$ cat src/rtl/vga_game_pkg.sv
// vga_game_pkg: screen geometry, datapath widths and motion FSM encoding shared by the VGA game blocks.
package vga_game_pkg;
    localparam int H_ACTIVE = 800;
    localparam int V_ACTIVE = 600;
    localparam int POS_W = 16;
    localparam int VEL_W = 8;
    typedef enum logic [1:0] {IDLE, CALC, COMMIT} state_t;
endpackage

$ cat src/rtl/bounce_axis.sv
// bounce_axis: one-axis position step with single reflection off the [0, max] walls.
module bounce_axis
    import vga_game_pkg::*;
(
    input  logic [POS_W-1:0] p,
    input  logic [VEL_W-1:0] v,
    input  logic [POS_W-1:0] max,
    input  logic             run,
    output logic [POS_W-1:0] p_n,
    output logic [VEL_W-1:0] v_n,
    output logic             hit
);
    logic signed [POS_W:0] n, m, r;
    logic lo, hi;
    always_comb begin
        m   = $signed({1'b0, max});
        n   = run ? $signed({1'b0, p}) + $signed({{(POS_W+1-VEL_W){v[VEL_W-1]}}, v}) : $signed({1'b0, p});
        lo  = n < 0;
        hi  = n > m;
        r   = lo ? -n : hi ? (m <<< 1) - n : n;
        p_n = r[POS_W-1:0];
        hit = lo | hi;
        // -128 has no positive counterpart in 8 bits, so reflect it to +127
        v_n = hit ? ((v == {1'b1, {(VEL_W-1){1'b0}}}) ? {1'b0, {(VEL_W-1){1'b1}}} : -v) : v;
    end
endmodule

$ cat src/rtl/sprite_motion_ctrl.sv
// sprite_motion_ctrl: per-frame sprite position/velocity update during vertical blanking,
// committing a consistent snapshot of positions to the renderer chain.
module sprite_motion_ctrl
    import vga_game_pkg::*;
#(
    parameter int N_SPRITES = 2,
    parameter int H_ACTIVE  = 800,
    parameter int V_ACTIVE  = 600,
    parameter int SPRITE_W  = 32,
    parameter int SPRITE_H  = 32
) (
    input  logic                   clk50,
    input  logic                   rst,
    input  logic [10:0]            hst,
    input  logic [9:0]             vst,
    input  logic                   run,
    input  logic                   cfg_valid,
    output logic                   cfg_ready,
    input  logic [2:0]             cfg_idx,
    input  logic [15:0]            cfg_posx,
    input  logic [15:0]            cfg_posy,
    input  logic [7:0]             cfg_vx,
    input  logic [7:0]             cfg_vy,
    output logic [16*N_SPRITES-1:0] posx_o,
    output logic [16*N_SPRITES-1:0] posy_o,
    output logic [N_SPRITES-1:0]   hit_o,
    output logic                   frame_tick
);
    localparam int IW = N_SPRITES > 1 ? $clog2(N_SPRITES) : 1;
    localparam logic [POS_W-1:0] MAX_X = POS_W'(H_ACTIVE - SPRITE_W);
    localparam logic [POS_W-1:0] MAX_Y = POS_W'(V_ACTIVE - SPRITE_H);

    state_t state, state_n;
    logic [IW-1:0] idx, ci;
    logic [POS_W-1:0] px [N_SPRITES];
    logic [POS_W-1:0] py [N_SPRITES];
    logic [VEL_W-1:0] vx [N_SPRITES];
    logic [VEL_W-1:0] vy [N_SPRITES];
    logic [N_SPRITES-1:0] hit;
    logic [POS_W-1:0] px_n, py_n;
    logic [VEL_W-1:0] vx_n, vy_n;
    logic hx, hy, frame_start, cfg_wr;

    assign frame_start = hst == 11'd0 && vst == 10'(V_ACTIVE);
    assign ci = cfg_idx[IW-1:0];
    assign cfg_wr = cfg_valid && cfg_ready && int'(cfg_idx) < N_SPRITES;

    bounce_axis u_x (.p(px[idx]), .v(vx[idx]), .max(MAX_X), .run(run), .p_n(px_n), .v_n(vx_n), .hit(hx));
    bounce_axis u_y (.p(py[idx]), .v(vy[idx]), .max(MAX_Y), .run(run), .p_n(py_n), .v_n(vy_n), .hit(hy));

    always_ff @(posedge clk50) begin
        if (rst) begin
            state <= IDLE;
            idx   <= '0;
        end else begin
            state <= state_n;
            idx   <= state == CALC ? idx + 1'b1 : '0;
        end
    end

    always_comb begin
        state_n = state;
        case (state)
            IDLE:    state_n = frame_start ? CALC : IDLE;
            CALC:    state_n = idx == IW'(N_SPRITES - 1) ? COMMIT : CALC;
            default: state_n = IDLE;
        endcase
    end

    always_comb begin
        cfg_ready  = state == IDLE;
        frame_tick = state == COMMIT;
    end

    always_ff @(posedge clk50) begin
        if (rst) begin
            for (int i = 0; i < N_SPRITES; i++) begin
                px[i] <= '0;
                py[i] <= '0;
                vx[i] <= '0;
                vy[i] <= '0;
            end
            hit    <= '0;
            posx_o <= '0;
            posy_o <= '0;
            hit_o  <= '0;
        end else begin
            // a write taken on the frame-start cycle lands before CALC reads it
            if (cfg_wr) begin
                px[ci]  <= cfg_posx > MAX_X ? MAX_X : cfg_posx;
                py[ci]  <= cfg_posy > MAX_Y ? MAX_Y : cfg_posy;
                vx[ci]  <= cfg_vx;
                vy[ci]  <= cfg_vy;
                hit[ci] <= 1'b0;
            end
            if (state == CALC) begin
                px[idx]  <= px_n;
                py[idx]  <= py_n;
                vx[idx]  <= vx_n;
                vy[idx]  <= vy_n;
                hit[idx] <= hx | hy;
            end
            if (state == COMMIT) begin
                for (int i = 0; i < N_SPRITES; i++) begin
                    posx_o[16*i +: 16] <= px[i];
                    posy_o[16*i +: 16] <= py[i];
                end
                hit_o <= hit;
            end
        end
    end
endmodule

$ cat config.mk
export PLATFORM = sky130hd
export DESIGN_NAME = sprite_motion_ctrl
export DESIGN_NICKNAME = d
export VERILOG_FILES = /design/src/rtl/vga_game_pkg.sv /design/src/rtl/bounce_axis.sv /design/src/rtl/sprite_motion_ctrl.sv
export SDC_FILE = /design/constraint.sdc
export NUM_CORES = 1
export LEC_CHECK = 0
export BUFFER_PORTS_ARGS = -buffer_cell sky130_fd_sc_hd__clkbuf_2
export CAP_MARGIN = 20
export CELL_PAD_IN_SITES_DETAIL_PLACEMENT = 2
export CELL_PAD_IN_SITES_GLOBAL_PLACEMENT = 2
export CORE_MARGIN = 10
export CORE_UTILIZATION = 37
export DETAILED_ROUTE_END_ITERATION = 8
export PLACE_DENSITY_LB_ADDON = 0.1
export SYNTH_ARGS = -nofsm -noshare
export SYNTH_HDL_FRONTEND = slang
export SYNTH_HIERARCHICAL = 1
export SYNTH_SLANG_ARGS = --single-unit
$ cat constraint.sdc
create_clock -name clk50 -period 6 [get_ports clk50]
set_input_delay 1.2 -clock clk50 [delete_from_list [all_inputs] [get_ports clk50]]
set_output_delay 1.2 -clock clk50 [all_outputs]
set_load 0.02 [all_outputs]
### Word-level counts from Yosys, hierarchy flattened

Memories as Yosys holds them, arrays and structs flattened. A register that Yosys moved wholly into a read port is not among the register bits.
Index checks and enable logic that the tools add are counted.

* output and inout bits: 68
* register bits after elaboration: 7
* memories kept: 4
* input bits: 76
* memory bits (writable): 96

* reduce and logical (&&, ||, !) cells: 16
* $lt $le $gt $ge: 11
* bitwise operators: 6
* equality and inequality tests: 5
* muxes and demuxes: 59
* add/subtract/negate cells: 9

Memory list
* px: depth 2, bits a word 16, rd ports 3, clocked after memory_dff 3, write ports 2, line sprite_motion_ctrl.sv:35 `logic [POS_W-1:0] px [N_SPRITES];`
* py: depth 2, bits a word 16, rd ports 3, clocked after memory_dff 3, write ports 2, line sprite_motion_ctrl.sv:36 `logic [POS_W-1:0] py [N_SPRITES];`
* vx: depth 2, bits a word 8, rd ports 1, clocked after memory_dff 1, write ports 2, line sprite_motion_ctrl.sv:37 `logic [VEL_W-1:0] vx [N_SPRITES];`
* vy: depth 2, bits a word 8, rd ports 1, clocked after memory_dff 1, write ports 2, line sprite_motion_ctrl.sv:38 `logic [VEL_W-1:0] vy [N_SPRITES];`

Operators with widths (number)
* two-way mux 16 bit: 10
* two-way mux 8 bit: 8
* OR reduction 16 bit: 4
* adder 17 x 8 -> 17 bit: 2
* greater-than comparator 17 x 11 -> 1 bit, second input constant: 2
* less-than comparator 17 x 1 -> 1 bit, second input constant: 2
* two-way mux 17 bit: 2
* greater-than comparator 16 x 10 -> 1 bit, second input constant: 2
* negator 16 bit: 2
* OR reduction 8 bit: 4
* subtractor 12 x 16 -> 16 bit, first input constant: 2
* two-way mux 1 bit: 31
* equality test 8 bit, second input constant: 2
* negator 8 bit: 2
* zero test 11 bit: 1
* equality test 10 bit, second input constant: 1
* two-way mux 2 bit: 4
* logical AND 1 bit: 5
* less-than comparator 1 x 2 -> 1 bit, second input constant: 2
* one-hot mux 2 bit (2 select lines): 1
* less-than comparator 3 x 2 -> 1 bit, second input constant: 1
* OR 1 bit: 3
* bitwise AND 2 bit: 1
* bitwise mux 2 bit: 1
* 9 further kinds: 11

### Depth between registers and ports, before layout

Gate-level depths: netlist of run 1.

* depth after elaboration: 10
* depth in mapped cells: 25
* gate-level depth less buffers: 22

### Hierarchy

The synthesis of run 1 kept the hierarchy.

Modules (own cells, without submodules)
* sprite_motion_ctrl: cells an instance 656, instances 1, area an instance 6940.4 sq um
* bounce_axis (u_x): cells an instance 425, instances 1, area an instance 2962.8 sq um
* bounce_axis (u_y): cells an instance 401, instances 1, area an instance 2937.8 sq um

### Worst setup path before layout of run 1

OpenSTA, ideal clock, no wires.

* kind: register -> register
* start: register idx
* end: memory py[0][15] (data pin)
* data required time: 5.734 ns
* library setup time: 0.266 ns
* setup slack: 0.651 ns
* stages on the path, launching flop included: 23
* arrival time: 5.083 ns
* cells stage by stage: dfxtp_1 -> clkbuf_1 -> clkbuf_1 -> mux2_2 -> ha_1 -> a211oi_4 -> o21ai_1 -> a311o_1 -> o41a_1 -> a21o_1 -> a21oi_2 -> xnor2_1 -> mux2_4 -> ha_1 -> and4_1 -> a31oi_1 -> o21ai_1 -> a31oi_1 -> o2111ai_1 -> o221ai_2 -> xor2_1 -> nand2_1 -> nor2_1

RTL lines
* from (decl): line sprite_motion_ctrl.sv:34 `logic [IW-1:0] idx, ci;`
* from (signal assigned): line sprite_motion_ctrl.sv:57 `idx <= state == CALC ? idx + 1'b1 : '0;`
* to (decl): line sprite_motion_ctrl.sv:36

==> key figures, run 1 <==
Place
  • Detail Placement HPWL: 37400 um
  • Post-DP Area: 14400 um^2
  • IO buf count: 143
  • GP Congestion: ~0.86
  • Placed cell count: 2111

Detailed routing
  • Drt first pass iters: 5
  • Final Routed Wirelength: 48500 um
  • Routed wl met2: 22000 um
  • Met1 wire length: 23700 um
  • Detailed-route via count: between 10000 and 15000
  • Via density: 5.63
  • Routed Antenna Nets: 0
  • Mean routed wirelength per cell: 22.6 um
  • Drt initial violations: just over 600
  • Post-route DRC: 0
  • DR WL met3: about 2300 um
  • Uppermost layer routed: met4

Cells and area
  • Antenna diode instance count: 0
  • Post-route insts no fill: ~2100
  • Fillers: 3952
  • Synth-to-Final Area Change: 16.7%
  • Fin area: 15000 um^2
  • Core Util, Final: 43.6%
  • Layout Nets: 1851
  • Layout cells sized above 1: 20.3%

Min path
  • Origin of the worst min-delay path: posx_o[29]
  • Hold Crit Class: reg -> reg
  • WHS Path Cells: 2
  • Worst Hold End: posx_o[29]

Die
  • Die area: 42600 um^2
  • I/O Pins: 144
  • Die Width: 206 um
  • Starting Density: between 30% and 40%
  • Die Y: 206 um
  • Core area: 34400 um^2
  • Cell Rows: just under 70

Synth
  • Number of library cell types mapped by synthesis: 113
  • Area contributors post-synth: edfxtp_1, dfxtp_1, ha_1
  • Post-synth top cells: nand2_1, nor2_1, a21oi_1
  • Area leader, netlist: edfxtp_1
  • Synth Register Bits: between 150 and 200
  • Top-area cell type share of the netlist area: 22.4%
  • Synth Instances: between 1000 and 1500
  • Most used DFF post-synth: edfxtp_1
  • Register area share after synthesis: about 34%
  • Synth async-reset ratio: 0%
  • Cell Area, Synth: 12800 um^2
  • Yosys warns: 6
  • Avg Cell Area, Syn: 8.66 um^2
  • EDFF count, synth: 96
  • Count leader, synth: nand2_1

Clock network
  • Number of setup buffers added after CTS: 0
  • CTS buffer count: 17
  • Clk slew on worst S/H paths: 0.08 ns
  • TritonCTS clock tree: yes
  • H-tree levels: 4
  • Cts repair resizes: 0
  • Clock sinks: 167
  • Cts hold-fix bufs: 0
  • Largest buffer count on any clock path: 2
  • Root buffer cell: clkbuf_16
  • Skew-Pair Late Insertion Delay: 0.45 ns

GRT
  • Largest net degree at the start of global routing: 67
  • Gr ovfl total: 0
  • Vias in the first global route: 12900
  • Initial antenna violation count: 0
  • All-Layer GR Usage: 22.7%
  • First-pass GRT wire length: 75500 um

Power
  • PD cells: 222 nW/um^2
  • Pwr Total: about 3.3 mW
  • Static leakage: 6.02 nW
  • Worst vdd ir: ~0.22 mV

Worst setup path
  • Slowest cell on the critical path: dfxtp_4
  • Required @ worst endpoint: 6.30 ns
  • R2R setup slack: 0.31 ns
  • FF-to-FF path depth: 19
  • Startpoint Class: flip-flop
  • Worst-path fanout max: 16
  • Critical path's top delay family: compound AO/OA/AOI/OAI gates
  • Worst R2R End: px[1][2]
  • Crit path kind: reg -> reg
  • Max incr delay on CP: 0.51 ns
  • Most frequent CP cell: nand2_1
  • Worst setup EP type: flip-flop
  • Worst Path Buf+Inv: 1
  • Worst path arrival time: about 6.0 ns
  • Worst-path cell chain: mux2_2 -> ha_1 -> fa_1 -> a211oi_4 -> o211ai_2 -> mux2i_1 -> nand2_1 -> ha_1 -> a211oi_1 -> nand2_1 -> nor4b_1 -> o211ai_1 -> nand2_1 -> a21boi_1 -> buf_4 -> a21oi_1 -> o221ai_1 -> a22oi_1 -> nor2_1
  • R2R Path Start: idx

Timing
  • Final hold slack: about 0.46 ns
  • Worst slew pin tran: 0.901 ns
  • Tmin final: ~5.7 ns
  • Fin. max-slew vios: 0
  • Slew Limit Headroom: 39.9%
  • Crit share post-route: 94.9%
  • Clk_skew: roughly 0.015 ns
  • Hold Vio Cnt, Final: 0
  • # setup viols final: 0
  • Fmax: 0.176 GHz

Job
  • Max-Cap Viols: 0

Status
  • Status: completed
flip-flops by register name, indices dropped and copies added, names as in the netlist:
name,count
posx_o,32
posy_o,32
idx,1
px,32
vx,16
state,2
hit,2
vy,16
hit_o,2
py,32
stage by stage:
stage          TNS [ns]  worst slack, ns
5_1_grt         -0.0440          -0.0315
3_3_place_gp          0            0.312
2_1_floorplan         0            0.651
3_5_place_dp          0            0.122
6_report              0            0.307
4_1_cts               0           0.0359
worst max-delay path by stage:
stage,start,end,depth (start not counted)
2_1_floorplan,idx,py[0][15],22
3_3_place_gp,idx,hit[0],21
3_5_place_dp,idx,hit[0],21
4_1_cts,idx,hit[0],20
5_1_grt,idx,py[1][9],20
6_report,idx,px[1][2],19
power by group:
group	switching (mW)	leakage (nW)	internal (mW)
sequential	0.0170	1.57	1.24
combinational	0.593	4.16	0.359
clock	0.517	0.289	0.613
total	1.13	6.02	2.21
cells in the final DEF (no fill, tap or decap), drive strengths merged, types with 20 or more instances in the layout:
master,instances
o21ai,61
buf,35
nand2,203
a21o,20
mux2i,23
mux2,56
ha,96
dfxtp,71
xnor2,23
clkbuf,164
a21oi,138
nand3,25
conb,63
edfxtp,96
inv,88
nor2,158
nor3,33
per-layer routing:
layer / vias up / GRT usage, %
met1: 6048 / 31.8
met4: 0 / 3.88
met5: - / 0
met3: 27 / 3.43
met2: 262 / 36.7
li1: 5728 / -
worst min-delay path: stages, from the launching register on:
cell	delay (ns)
dfxtp_1	0.31
nand2_1	0.05
a21oi_1	0.05
area by class of cell:
class                      instances  area, um^2  area share, %
multi-input combinational       1223        8190           54.6
sequential                       167        4310           28.7
clock buffer                      21         460           3.07
tap                              455         569           3.80
clock inverter                    11         139          0.926
timing repair buffer             178         991           6.61
inverter                          88         337           2.25
cells by family after synthesis:
group / synth area share [%]
other cells: 0.0585
flops: 33.5
fa+ha+maj: 9.98
buf+inv: 4.72
compound gates: 21.8
simple gates: 20.5
mux: 6.79
xor+xnor: 2.66
(Power assumes the default switching activity.)
==> inputs of run 2 (changes only) <==
--- a/config.mk
+++ b/config.mk
@@ -9,10 +9,10 @@
 export CAP_MARGIN = 20
 export CELL_PAD_IN_SITES_DETAIL_PLACEMENT = 2
 export CELL_PAD_IN_SITES_GLOBAL_PLACEMENT = 2
-export CORE_MARGIN = 10
 export CORE_UTILIZATION = 37
 export DETAILED_ROUTE_END_ITERATION = 8
-export PLACE_DENSITY_LB_ADDON = 0.1
+export PLACE_DENSITY = 0.78
+export RECOVER_POWER = 100
 export SYNTH_ARGS = -nofsm -noshare
 export SYNTH_HDL_FRONTEND = slang
 export SYNTH_HIERARCHICAL = 1
==> run 2 against run 1 <==
Register-to-register slack worse by 0.02 ns. Largest power group unchanged. Critical path type unchanged. Largest cell class unchanged. Via count up 1.2%. Maximum frequency down 0.37%. Clock skew down 0.0040 ns. Total power down 0.12%. Setup slack worse by 0.021 ns.
==> key figures, run 2 (synthesized netlist as in run 1, its figures left out) <==
Status
  • Status: completed

Clock network
  • H-tree levels: 4
  • Clock sinks: 167
  • Skew-Pair Late Insertion Delay: 0.44 ns
  • Root buffer cell: clkbuf_16
  • Number of setup buffers added after CTS: 0
  • CTS buffer count: 17
  • Clk slew on worst S/H paths: 0.08 ns
  • Cts hold-fix bufs: 0
  • Largest buffer count on any clock path: 2
  • TritonCTS clock tree: yes

Detailed routing
  • Final Routed Wirelength: 47400 um
  • Routed wl met2: 22100 um
  • Mean routed wirelength per cell: 22.2 um
  • Uppermost layer routed: met4
  • Met1 wire length: ~23000 um
  • Post-route DRC: 0
  • DR WL met3: 1710 um
  • Routed Antenna Nets: 0
  • Via density: 5.72
  • Detailed-route via count: 12200
  • Drt first pass iters: 4
  • Drt initial violations: 727

Place
  • GP Congestion: 0.874
  • IO buf count: 143
  • Detail Placement HPWL: 36600 um
  • Placed cell count: 2103

Cells and area
  • Most frequent cells in the layout: nand2_1, nor2_1, a21oi_1
  • Layout Nets: 1850
  • Layout cells sized above 1: 15.9%
  • Synth-to-Final Area Change: 15.8%
  • Antenna diode instance count: 0
  • Fillers: 3873
  • FF/Latch Area: 4310 um^2
  • Area of the multi-input gates: between 8000 and 9000 um^2
  • Commonest non-fill, non-tap cell in the layout: nand2_1
  • Post-route insts no fill: 2135

GRT
  • Initial antenna violation count: 0
  • Largest net degree at the start of global routing: 67
  • Gr ovfl total: 0
  • First-pass GRT wire length: 74400 um
  • Vias in the first global route: 12900
  • All-Layer GR Usage: 26.9%

Worst setup path
  • Worst path arrival time: ~6.0 ns
  • Crit path kind: reg -> reg
  • Worst-path fanout max: 19
  • Worst setup EP type: flip-flop
  • Startpoint Class: flip-flop
  • Required @ worst endpoint: 6.27 ns

Min path
  • Hold Crit Class: reg -> reg

Die
  • Core area: 33900 um^2
  • I/O Pins: about 140
  • Die Width: 188 um
  • Cell Rows: 67
  • Die Y: roughly 190 um
  • Starting Density: 37.9%
  • Die area: 35500 um^2

Timing
  • Hold Vio Cnt, Final: 0
  • Clk_skew: 0.0108 ns
  • Fmax: 0.175 GHz
  • Worst slew pin tran: 1.48 ns
  • Slew Limit Headroom: 1.47%
  • Tmin final: 5.71 ns
  • Fin. max-slew vios: 0
  • Crit share post-route: 95.2%
  • # setup viols final: 0

Power
  • Static leakage: 5.77 nW
  • Pwr Total: 3.33 mW
  • Worst vdd ir: ~0.21 mV
  • PD cells: 224 nW/um^2

Job
  • Max-Cap Viols: 0
[run 2: cell types whose count changed in the layout (fill, tap and decap cells not counted), sizes merged]
cell / delta
buf: -6
inv: +6
bufinv: -1
clkbuf: +1
clkinvlp: -1
[run 2: area by class of cell]
class | count | area share [%]
inverter | 88 | 2.26
multi-input combinational | 1223 | 55.2
clock inverter | 15 | 1.02
tap | 448 | 3.77
sequential | 167 | 29.0
clock buffer | 17 | 2.86
timing repair buffer | 177 | 5.95
[run 2: worst paths after layout]
check,slack [ns],depth (start not counted),start,end
max reg2reg,0.29,23,idx,vx[0][2]
min reg2reg,0.46,2,posy_o[29],posy_o[29]
min,0.46,2,posy_o[29],posy_o[29]
max,0.29,23,idx,vx[0][2]
[run 2: per-stage QoR]
step           cell area (um^2)  utilization [%]  worst slack [ns]  setup TNS (ns)  hold slack [ns]
2_1_floorplan             13100                -             0.651               0            0.432
3_3_place_gp              14400             42.4             0.254               0            0.444
3_5_place_dp              14400             42.4             0.112               0            0.455
4_1_cts                   14900             44.1            0.0547               0            0.466
5_1_grt                   14900             43.9           -0.0150         -0.0372            0.486
6_report                  14900             43.9             0.285               0            0.461
[run 2: power by group]
part | switching (mW) | total, mW | internal (mW)
Sequential | 0.0166 | 1.25 | 1.24
Clock | 0.559 | 1.12 | 0.558
Combinational | 0.602 | 0.961 | 0.359
[run 2: per-layer routing]
layer,track usage [%],vias to the layer above
met5,0,-
met2,45.1,254
met3,3.56,30
met1,37.0,6177
met4,5.27,0
li1,-,5743
[run 2: critical path, stage by stage (launching register included)]
cell      delay (ns)
dfxtp_4         0.44
buf_12          0.19
mux2_2          0.39
ha_1            0.35
a211oi_1        0.40
o21ai_1         0.23
and2_1          0.19
o31ai_1         0.29
a21o_1          0.21
mux2_2          0.18
nand2_1         0.09
ha_1            0.34
nand4_1         0.13
nor2_1          0.20
o221ai_1        0.16
o211ai_1        0.26
nand2_1         0.17
a21boi_1        0.18
inv_1           0.26
buf_4           0.23
o21ai_0         0.09
o21ai_0         0.22
mux2i_1         0.14
nor2_1          0.20
[run 2: timing repair]
item                       4_1_cts  5_1_grt
resized for setup                0       11
hold endpoints to repair         0        0
setup endpoints to repair        0       66
==> inputs of run 3 (changes only) <==
--- a/config.mk
+++ b/config.mk
@@ -9,11 +9,10 @@
 export CAP_MARGIN = 20
 export CELL_PAD_IN_SITES_DETAIL_PLACEMENT = 2
 export CELL_PAD_IN_SITES_GLOBAL_PLACEMENT = 2
-export CORE_UTILIZATION = 37
+export CORE_UTILIZATION = 36
 export DETAILED_ROUTE_END_ITERATION = 8
 export PLACE_DENSITY = 0.78
 export RECOVER_POWER = 100
 export SYNTH_ARGS = -nofsm -noshare
 export SYNTH_HDL_FRONTEND = slang
-export SYNTH_HIERARCHICAL = 1
 export SYNTH_SLANG_ARGS = --single-unit
==> run 3 against run 2 <==
The run now ends with capacitance limit, slew limit left. Register-to-register slack improved by 0.32 ns. Synthesized area fell by 18%. Clock-buffer cell count up 1. Cell count is 19% lower. Hold slack worse by 0.0027 ns. Largest cell class unchanged. First-iteration DRC count down 0.83%. Critical path depth decreased by 8. Maximum frequency up 5.9%. Flip-flop and latch count unchanged.
==> key figures, run 3 <==
Cells and area
  • Post-route insts no fill: 1729
  • Core Util, Final: 42.0%
  • Layout Nets: roughly 1400
  • Most frequent cells in the layout: nand2_1, nor2_1, a21oi_1
  • Antenna diode instance count: 0
  • Fin area: 12100 um^2
  • Fillers: around 3300
  • Commonest non-fill, non-tap cell in the layout: nand2_1
  • Synth-to-Final Area Change: 14.8%
  • Layout cells sized above 1: between 10% and 20%

Detailed routing
  • Drt first pass iters: 5
  • Final Routed Wirelength: 39100 um
  • Post-route DRC: 0
  • Detailed-route via count: 9955
  • Mean routed wirelength per cell: 22.6 um
  • Drt initial violations: 721
  • Via density: 5.76
  • Routed Antenna Nets: 0

Synth
  • Syn_nets: 1327
  • Cell Area, Synth: 10500 um^2
  • Synth Register Bits: 167
  • Area leader, netlist: edfxtp_1
  • Count leader, synth: nand2_1
  • Post-synthesis mux area share: 6.15%
  • Synth async-reset ratio: 0%
  • Number of library cell types mapped by synthesis: 82
  • Synth Instances: 1213
  • Area contributors post-synth: edfxtp_1, dfxtp_1, nand2_1
  • Simple-gate share of the synthesized area: 21.8%
  • Register area share after synthesis: 40.8%
  • Yosys warns: 0
  • Largest family of logic cells by synthesized area: simple AND/OR/NAND/NOR gates
  • Synth Area in Compound Gates: 20.2%
  • Avg Cell Area, Syn: approximately 8.7 um^2
  • Post-synthesis adder-cell area fraction: 4.65%
  • Post-synth top cells: nand2_1, nor2_1, a21oi_1
  • Top-area cell type share of the netlist area: 27.3%
  • Most used DFF post-synth: edfxtp_1
  • EDFF count, synth: 96
  • Synth Area in XOR/XNOR: 2.82%

Clock network
  • Largest buffer count on any clock path: 2
  • Cts repair resizes: 0
  • H-tree levels: 4
  • TritonCTS clock tree: yes
  • CTS buffer count: 17
  • Number of setup buffers added after CTS: 0
  • Skew-Pair Late Insertion Delay: 0.44 ns
  • Clock sinks: 167
  • Clk slew on worst S/H paths: 0.08 ns
  • Cts hold-fix bufs: 0
  • Root buffer cell: clkbuf_16

Place
  • IO buf count: 143
  • GP Congestion: 0.863
  • Detail Placement HPWL: approximately 28000 um
  • Pre-CTS setup slack: between 0.7 and 0.8 ns
  • Placed cell count: 1697
  • Post-DP Area: between 10000 and 15000 um^2

Die
  • Die area: 30000 um^2
  • I/O Pins: 144
  • Starting Density: 36.6%
  • Die Y: 173 um
  • Die Width: 173 um
  • Cell Rows: 62
  • Core area: about 29000 um^2

Worst setup path
  • Worst-path cell chain: buf_4 -> mux2_1 -> ha_1 -> fa_1 -> a21oi_1 -> o22ai_1 -> xnor2_1 -> a21oi_1 -> nor4b_4 -> o211ai_2 -> nor4b_4 -> buf_4 -> nor4_1 -> a311oi_1 -> nor2b_1
  • Worst path arrival time: roughly 5.7 ns
  • Worst Path Buf+Inv: 2
  • Crit path kind: reg -> reg
  • CP startpoint: idx
  • Worst setup EP type: flip-flop
  • Startpoint Class: flip-flop
  • Slowest cell on the critical path: dfxtp_2
  • Required @ worst endpoint: 6.29 ns
  • R2R Path Start: idx
  • Worst-path fanout max: 27
  • Max incr delay on CP: about 0.92 ns
  • Critical path's top delay family: compound AO/OA/AOI/OAI gates

Min path
  • Origin of the worst min-delay path: posy_o[3]
  • Hold Crit Class: reg -> reg

Timing
  • Tmin final: 5.40 ns
  • Fin Setup TNS: 0 ns
  • Crit share post-route: roughly 90%
  • Slew Limit Headroom: -109%
  • Final hold slack: 0.458 ns
  • Hold Vio Cnt, Final: 0
  • Final worst setup slack: 0.601 ns
  • Worst slew pin tran: around 3.1 ns
  • Fin. max-slew vios: roughly 140
  • # setup viols final: 0
  • Clk_skew: 0.0105 ns
  • RSZ-0062 raised after global routing: no
  • Fmax: 0.185 GHz

GRT
  • Vias in the first global route: 10500
  • Gr ovfl total: 0
  • Largest net degree at the start of global routing: 72
  • All-Layer GR Usage: 26.2%
  • Initial antenna violation count: 0
  • First-pass GRT wire length: 61300 um

Power
  • PD cells: 241 nW/um^2
  • Worst vdd ir: 0.192 mV
  • Clk network pwr share: 39.3%
  • Seq pwr share: 43.2%
  • Sw Ratio: 30.9%
  • NetSw: around 900 uW
  • Pint: 2.02 mW
  • Pwr Total: 2.92 mW
  • Static leakage: 4.50 nW
  • Combinational share of power: 17.5%

Status
  • Status: complete, but fails checks
  • Failing checks: capacitance limit, slew limit

Job
  • Max-Cap Viols: 3
[run 3: changes by cell type after synthesis, moves of 6 or more]
| cell | change |
|---|---|
| inv_1 | -50 |
| ha_1 | -60 |
| clkbuf_1 | -7 |
| nand3_1 | +6 |
| a22o_1 | +9 |
| mux2_2 | -20 |
| o21ai_1 | -8 |
| nor4_1 | +6 |
| a21oi_1 | -14 |
| nor2_1 | -26 |
[run 3: cell families after synthesis]
family                   Yosys count
flip-flops                       167
multiplexers                      60
AND/OR/NAND/NOR                  498
adder cells (fa/ha/maj)           38
AO/OA/AOI/OAI                    326
buffers and inverters             90
XOR/XNOR                          34
[run 3: power groups by stage]
stage          Combinational [mW]  Clock, mW  Sequential, mW
3_3_place_gp                0.483          0            1.28
4_1_cts                     0.509       1.17            1.26
3_5_place_dp                0.501          0            1.28
2_1_floorplan               0.349          0            1.27
6_report                    0.510       1.15            1.26
5_1_grt                     0.555       1.20            1.26
[run 3: worst register-to-register path, stage by stage (launching register included)]
cell	delay, ns
dfxtp_2	0.92
buf_4	0.38
mux2_1	0.43
ha_1	0.27
fa_1	0.45
a21oi_1	0.25
o22ai_1	0.20
xnor2_1	0.20
a21oi_1	0.18
nor4b_4	0.40
o211ai_2	0.17
nor4b_4	0.37
buf_4	0.33
nor4_1	0.11
a311oi_1	0.42
nor2b_1	0.18
[run 3: routing by layer]
layer	part of all wire (%)	routed length, um	vias up	GRT usage [%]
met5	0	0	-	0
met4	1.0	410	0	5.83
met3	3.9	1510	30	3.56
met2	46	17800	233	42.1
met1	49	19400	5025	37.4
li1	-	-	4667	-
[run 3: final timing paths]
kind	endpoint	slack (ns)	cells after the start
min reg2reg	posy_o[3]	0.46	2
min	posy_o[3]	0.46	2
max reg2reg	vx[0][1]	0.60	15
max	vx[0][1]	0.60	15
[run 3: area by class of cell]
class | instances | area [um^2] | area share, %
timing repair buffer | 159 | 737 | 6.09
multi-input combinational | 956 | 5870 | 48.5
sequential | 167 | 4310 | 35.6
inverter | 31 | 116 | 0.962
tap | 384 | 480 | 3.97
clock inverter | 14 | 160 | 1.32
clock buffer | 18 | 429 | 3.55
